--- config.mk ---
export PLATFORM = sky130hd
export DESIGN_NAME = pdm_clk_gen
export DESIGN_NICKNAME = d
export VERILOG_FILES = /design/src/rtl/pdm_pkg.sv /design/src/rtl/pdm_dec_counter.sv /design/src/rtl/pdm_clk_gen.sv
export SDC_FILE = /design/constraint.sdc
export NUM_CORES = 1
export LEC_CHECK = 0
export CORE_MARGIN = 2
export CORE_UTILIZATION = 30
export CTS_BUF_LIST = sky130_fd_sc_hd__clkbuf_16
export DETAILED_ROUTE_END_ITERATION = 12
export HOLD_SLACK_MARGIN = 0.02
export SYNTH_ARGS = -nofsm -noshare
export SYNTH_HDL_FRONTEND = slang
export SYNTH_SLANG_ARGS = --single-unit
--- constraint.sdc ---
create_clock -name clk -period 5.15 [get_ports clk]
set_input_delay 1.03 -clock clk [delete_from_list [all_inputs] [get_ports clk]]
set_output_delay 1.03 -clock clk [all_outputs]
set_load 0.02 [all_outputs]
--- src/rtl/pdm_pkg.sv ---
// rtl/pdm_pkg.sv - shared widths, reset defaults and state type for the PDM clock generator
package pdm_pkg;

  localparam int CNT_W       = 16;
  localparam int DEC_W       = 8;
  localparam int DIV_DEFAULT = 1983;
  localparam int DEC_DEFAULT = 64;

  typedef enum logic [1:0] {
    IDLE = 2'd0,
    RUN  = 2'd1,
    STOP = 2'd2
  } state_t;

endpackage

--- src/rtl/pdm_dec_counter.sv ---
// rtl/pdm_dec_counter.sv - counts rising-edge strobes and flags every ratio-th one
module pdm_dec_counter import pdm_pkg::*; #(
  parameter int DEC_W = pdm_pkg::DEC_W
) (
  input  logic             clk,
  input  logic             reset,
  input  logic             clear,
  input  logic             tick,
  input  logic [DEC_W-1:0] ratio,
  output logic             dec_stb
);

  logic [DEC_W-1:0] count;

  // ratio is never zero here; zero loads are rejected before reaching the active register
  assign dec_stb = tick && (count == ratio - 1'b1);

  // count ticks 0..ratio-1, wrapping on the strobe; clear restarts the sequence
  always_ff @(posedge clk) begin
    if (reset || clear) begin
      count <= '0;
    end else if (tick) begin
      count <= dec_stb ? '0 : count + 1'b1;
    end
  end

endmodule

--- src/rtl/pdm_clk_gen.sv ---
// rtl/pdm_clk_gen.sv - programmable PDM microphone clock with glitch-free start/stop
module pdm_clk_gen import pdm_pkg::*; #(
  parameter int CNT_W       = pdm_pkg::CNT_W,
  parameter int DEC_W       = pdm_pkg::DEC_W,
  parameter int DIV_DEFAULT = pdm_pkg::DIV_DEFAULT,
  parameter int DEC_DEFAULT = pdm_pkg::DEC_DEFAULT
) (
  input  logic             clk,
  input  logic             reset,
  input  logic             enable,
  input  logic [CNT_W-1:0] div_half,
  input  logic [DEC_W-1:0] dec_ratio,
  input  logic             cfg_load,
  output logic             pdm_clk,
  output logic             rise_stb,
  output logic             fall_stb,
  output logic             dec_stb,
  output logic             running,
  output logic             cfg_err
);

  state_t           state, state_next;
  logic [CNT_W-1:0] hc;
  logic [CNT_W-1:0] div_act, div_stage, div_next;
  logic [DEC_W-1:0] dec_act, dec_stage;
  logic             pending;
  logic             apply;
  logic             cfg_ok;
  logic             boundary;

  assign cfg_ok   = (dec_ratio != '0);
  assign boundary = (state != IDLE) && (hc == '0);
  assign rise_stb = boundary && !pdm_clk && (state == RUN);
  assign fall_stb = boundary && pdm_clk;
  assign running  = (state != IDLE);

  // staged config only switches in at rest or at the start of a low phase
  assign apply    = pending && ((state == IDLE) || fall_stb);
  assign div_next = apply ? div_stage : div_act;

  // state register
  always_ff @(posedge clk) begin
    if (reset) begin
      state <= IDLE;
    end else begin
      state <= state_next;
    end
  end

  // next-state: a stop always finishes the current phase, then parks with pdm_clk low
  always_comb begin
    state_next = state;
    case (state)
      IDLE: if (enable) state_next = RUN;
      RUN:  if (!enable) state_next = STOP;
      STOP: begin
        if (hc == '0) state_next = IDLE;
        else if (enable) state_next = RUN;
      end
      default: state_next = IDLE;
    endcase
  end

  // half-period counter and clock output; no rising edge is ever produced from STOP
  always_ff @(posedge clk) begin
    if (reset) begin
      hc      <= '0;
      pdm_clk <= 1'b0;
    end else if (state == IDLE) begin
      pdm_clk <= 1'b0;
      hc      <= enable ? div_next : '0;
    end else if (hc == '0) begin
      if (state == STOP) begin
        pdm_clk <= 1'b0;
        hc      <= '0;
      end else begin
        pdm_clk <= !pdm_clk;
        hc      <= div_next;
      end
    end else begin
      hc <= hc - 1'b1;
    end
  end

  // staging, pending flag, active config and sticky error
  always_ff @(posedge clk) begin
    if (reset) begin
      div_act   <= CNT_W'(DIV_DEFAULT);
      dec_act   <= DEC_W'(DEC_DEFAULT);
      div_stage <= '0;
      dec_stage <= '0;
      pending   <= 1'b0;
      cfg_err   <= 1'b0;
    end else begin
      if (apply) begin
        div_act <= div_stage;
        dec_act <= dec_stage;
      end
      if (cfg_load) begin
        if (cfg_ok) begin
          div_stage <= div_half;
          dec_stage <= dec_ratio;
          cfg_err   <= 1'b0;
        end else begin
          cfg_err   <= 1'b1;
        end
      end
      pending <= (pending && !apply) || (cfg_load && cfg_ok);
    end
  end

  pdm_dec_counter #(
    .DEC_W (DEC_W)
  ) u_dec (
    .clk     (clk),
    .reset   (reset),
    .clear   (apply || (state_next == IDLE)),
    .tick    (rise_stb),
    .ratio   (dec_act),
    .dec_stb (dec_stb)
  );

endmodule

==> metrics.cfg <==
[timing]
fin_skew_ps = 5.57
tightest_slew_ps = 980
rsz0062_at_grt = no
setup_viol = 0
finalCriticalPeriod_ps = 4130
layout_setup_ws_ps = 1020
final.period_utilization = 0.802
tns_ps = 0
maxSlewHeadroom = 0.347
fmax_ghz = 0.242
hold_violations = 0
finalMaxSlewViolations = 0

[clock_network]
numCtsBuffers = 9
clkTransAtPathRegs_ps = 60
clk_latency_ps = 330
htreeDepth = 3
cts_buffer_depth = 2
postCtsHoldBufs = 0
cts.sinks = 77
cts_setup_buffers = 0
cts-root-buf = clkbuf_16
cts_tree = built
cts-resized-gates = 0

[die]
ios = 34
die_h_um = 112
initial_core_util = 0.307
rows = 39
die_w_um = 112
coreArea_um2 = 11400
dieArea_um2 = 12500

[grt]
grt_pass1_wl_mm = 12.5
grt_max_degree = 59
grt_pass1_vias = 2659
grt_overflow_total = 0
grt_use_total = 0.123
grt_antenna_before_repair = 0

[finish]
antenna_cells = 0
mostFrequentLayoutCells = 77 x dfxtp_1, 63 x nand2_1, 32 x nor2_1, 32 x clkdlybuf4s50_1, 30 x a21oi_1
stdcell_count = 572
final_common_cell = dfxtp_1
syn_to_final_growth_pct = 22.4
fillers = 1184
finalNetCount = 455
drive_gt1_frac = 0.0699

[synthesis]
synth.area.top_cells = dfxtp_1 44%, mux2i_1 7.7%, nand2_1 6.8%
synth_top_area_frac = 0.442
synth_top_area_cell = dfxtp_1
syn_inst = 398
synth-seq-cells = 77
synthesis.nets = 429
synth_area_per_cell_um2 = 8.77
syn_area_um2 = 3490
ys_seq_area_frac = 0.442
synth.distinct_cells = 49
ys_warn_count = 0

[detailed_routing]
drtPass1Iterations = 5
vias_per_cell = 4.87
routed_wl_mm = 7.25
drc = 0
vias = 2788
ant_nets = 0
wl_per_cell_um = 12.7
drt_iter0_drc = 126

[flow_run]
cap_violations = 0

[place]
dp.cells = 556
place_hpwl_mm = 5.15
place.port_buffers = 33
globalplace.congestion = 0.848
place_ws_ps = 1380

[worst_setup_path]
worstSetupEndpointType = primary output
start_kind = flop
worstPathRequired_ps = 4120
crit_fanout = 9
r2r_slack_ps = 2310
cp.arrival_ps = 3100
path_class = flop to primary output

[pwr]
p_leak_nw = 1.69
fin_total_pwr_mw = 1.63
powerDensity_nw_per_um2 = 381
peakVddDrop_uv = 137

[outcome]
outcome = finished clean

[worst_hold_path]
min_path_type = flop to flop

kinds of logic after synthesis:
| group | synth area share |
|---|---|
| xor+xnor | 0.0653 |
| mux | 0.0871 |
| flops | 0.442 |
| fa+ha+maj | 0.0108 |
| compound gates | 0.115 |
| simple gates | 0.243 |
| buf+inv | 0.0373 |
state kept, by name, summed over array words and instances (netlist names):
register     count
pending          1
dec_act          8
state            2
div_act         16
cfg_err          1
pdm_clk          1
div_stage       16
hc              16
dec_stage        8
u_dec.count      8
critical path, cell delays in order (launching register included):
cell and delay (ps):
dfxtp_1 320, inv_1 70, ha_1 170, nor3b_2 320, and3_1 430, o2111ai_2 260, nor4_4 520, clkdlybuf4s50_1 690
Yosys cell counts, drive strengths merged:
cell type and n:
a211o 1, a21oi 30, a22oi 2, a31oi 3, a32oi 1, and2 1
and3 4, and3b 2, and4 1, buf 5, clkbuf 15, dfxtp 77
ha 3, inv 10, mux2 3, mux2i 27, nand2 63, nand2b 13
nand3 6, nand4 2, nand4b 1, nor2 32, nor2b 5, nor3 20
nor3b 3, nor4 10, nor4b 2, o2111ai 2, o21a 1, o21ai 3
o221ai 3, o22ai 13, o31a 2, o32a 1, o41ai 2, or3 2
or4 1, xnor2 16, xor2 10
stage by stage:
stage	instance area [µm²]	hold slack [ps]	utilization
after floorplan	3490	436	-
after global placement	3920	447	0.345
after detailed placement	3920	448	0.345
after CTS	4270	456	0.376
after global routing	4270	474	0.376
final	4270	451	0.376
final timing paths:
path                 from        endpoint  cells after the start
max                 hc[0]         dec_stb                      7
min          div_stage[5]    div_stage[5]                      2
max reg2reg         hc[0]  u_dec.count[7]                      8
min reg2reg  div_stage[5]    div_stage[5]                      2
power by group:
group          switching, mW  total (mW)  internal (mW)  leakage (nW)
registers             0.0301       0.662          0.632         0.631
clock network          0.248       0.724          0.475         0.162
logic                  0.133       0.243          0.109         0.897
per-layer routing:
metal  part of all wire  track usage  vias to the layer above
li1                   -            -                     1447
met2               0.45        0.192                       61
met5                  0            0                        -
met3              0.042       0.0278                        8
met1               0.49        0.163                     1272
met4              0.014       0.0543                        0
cell type report:
cell class | count | area (µm²) | share of cell area
Multi-Input combinational cell | 291 | 1830 | 0.427
Inverter | 10 | 37.5 | 0.00879
Timing Repair Buffer | 35 | 340 | 0.0797
Sequential cell | 77 | 1540 | 0.361
Clock buffer | 9 | 225 | 0.0527
Tap cell | 143 | 179 | 0.0419
Clock inverter | 7 | 123 | 0.0287
Power figures use the tool's default switching activity.
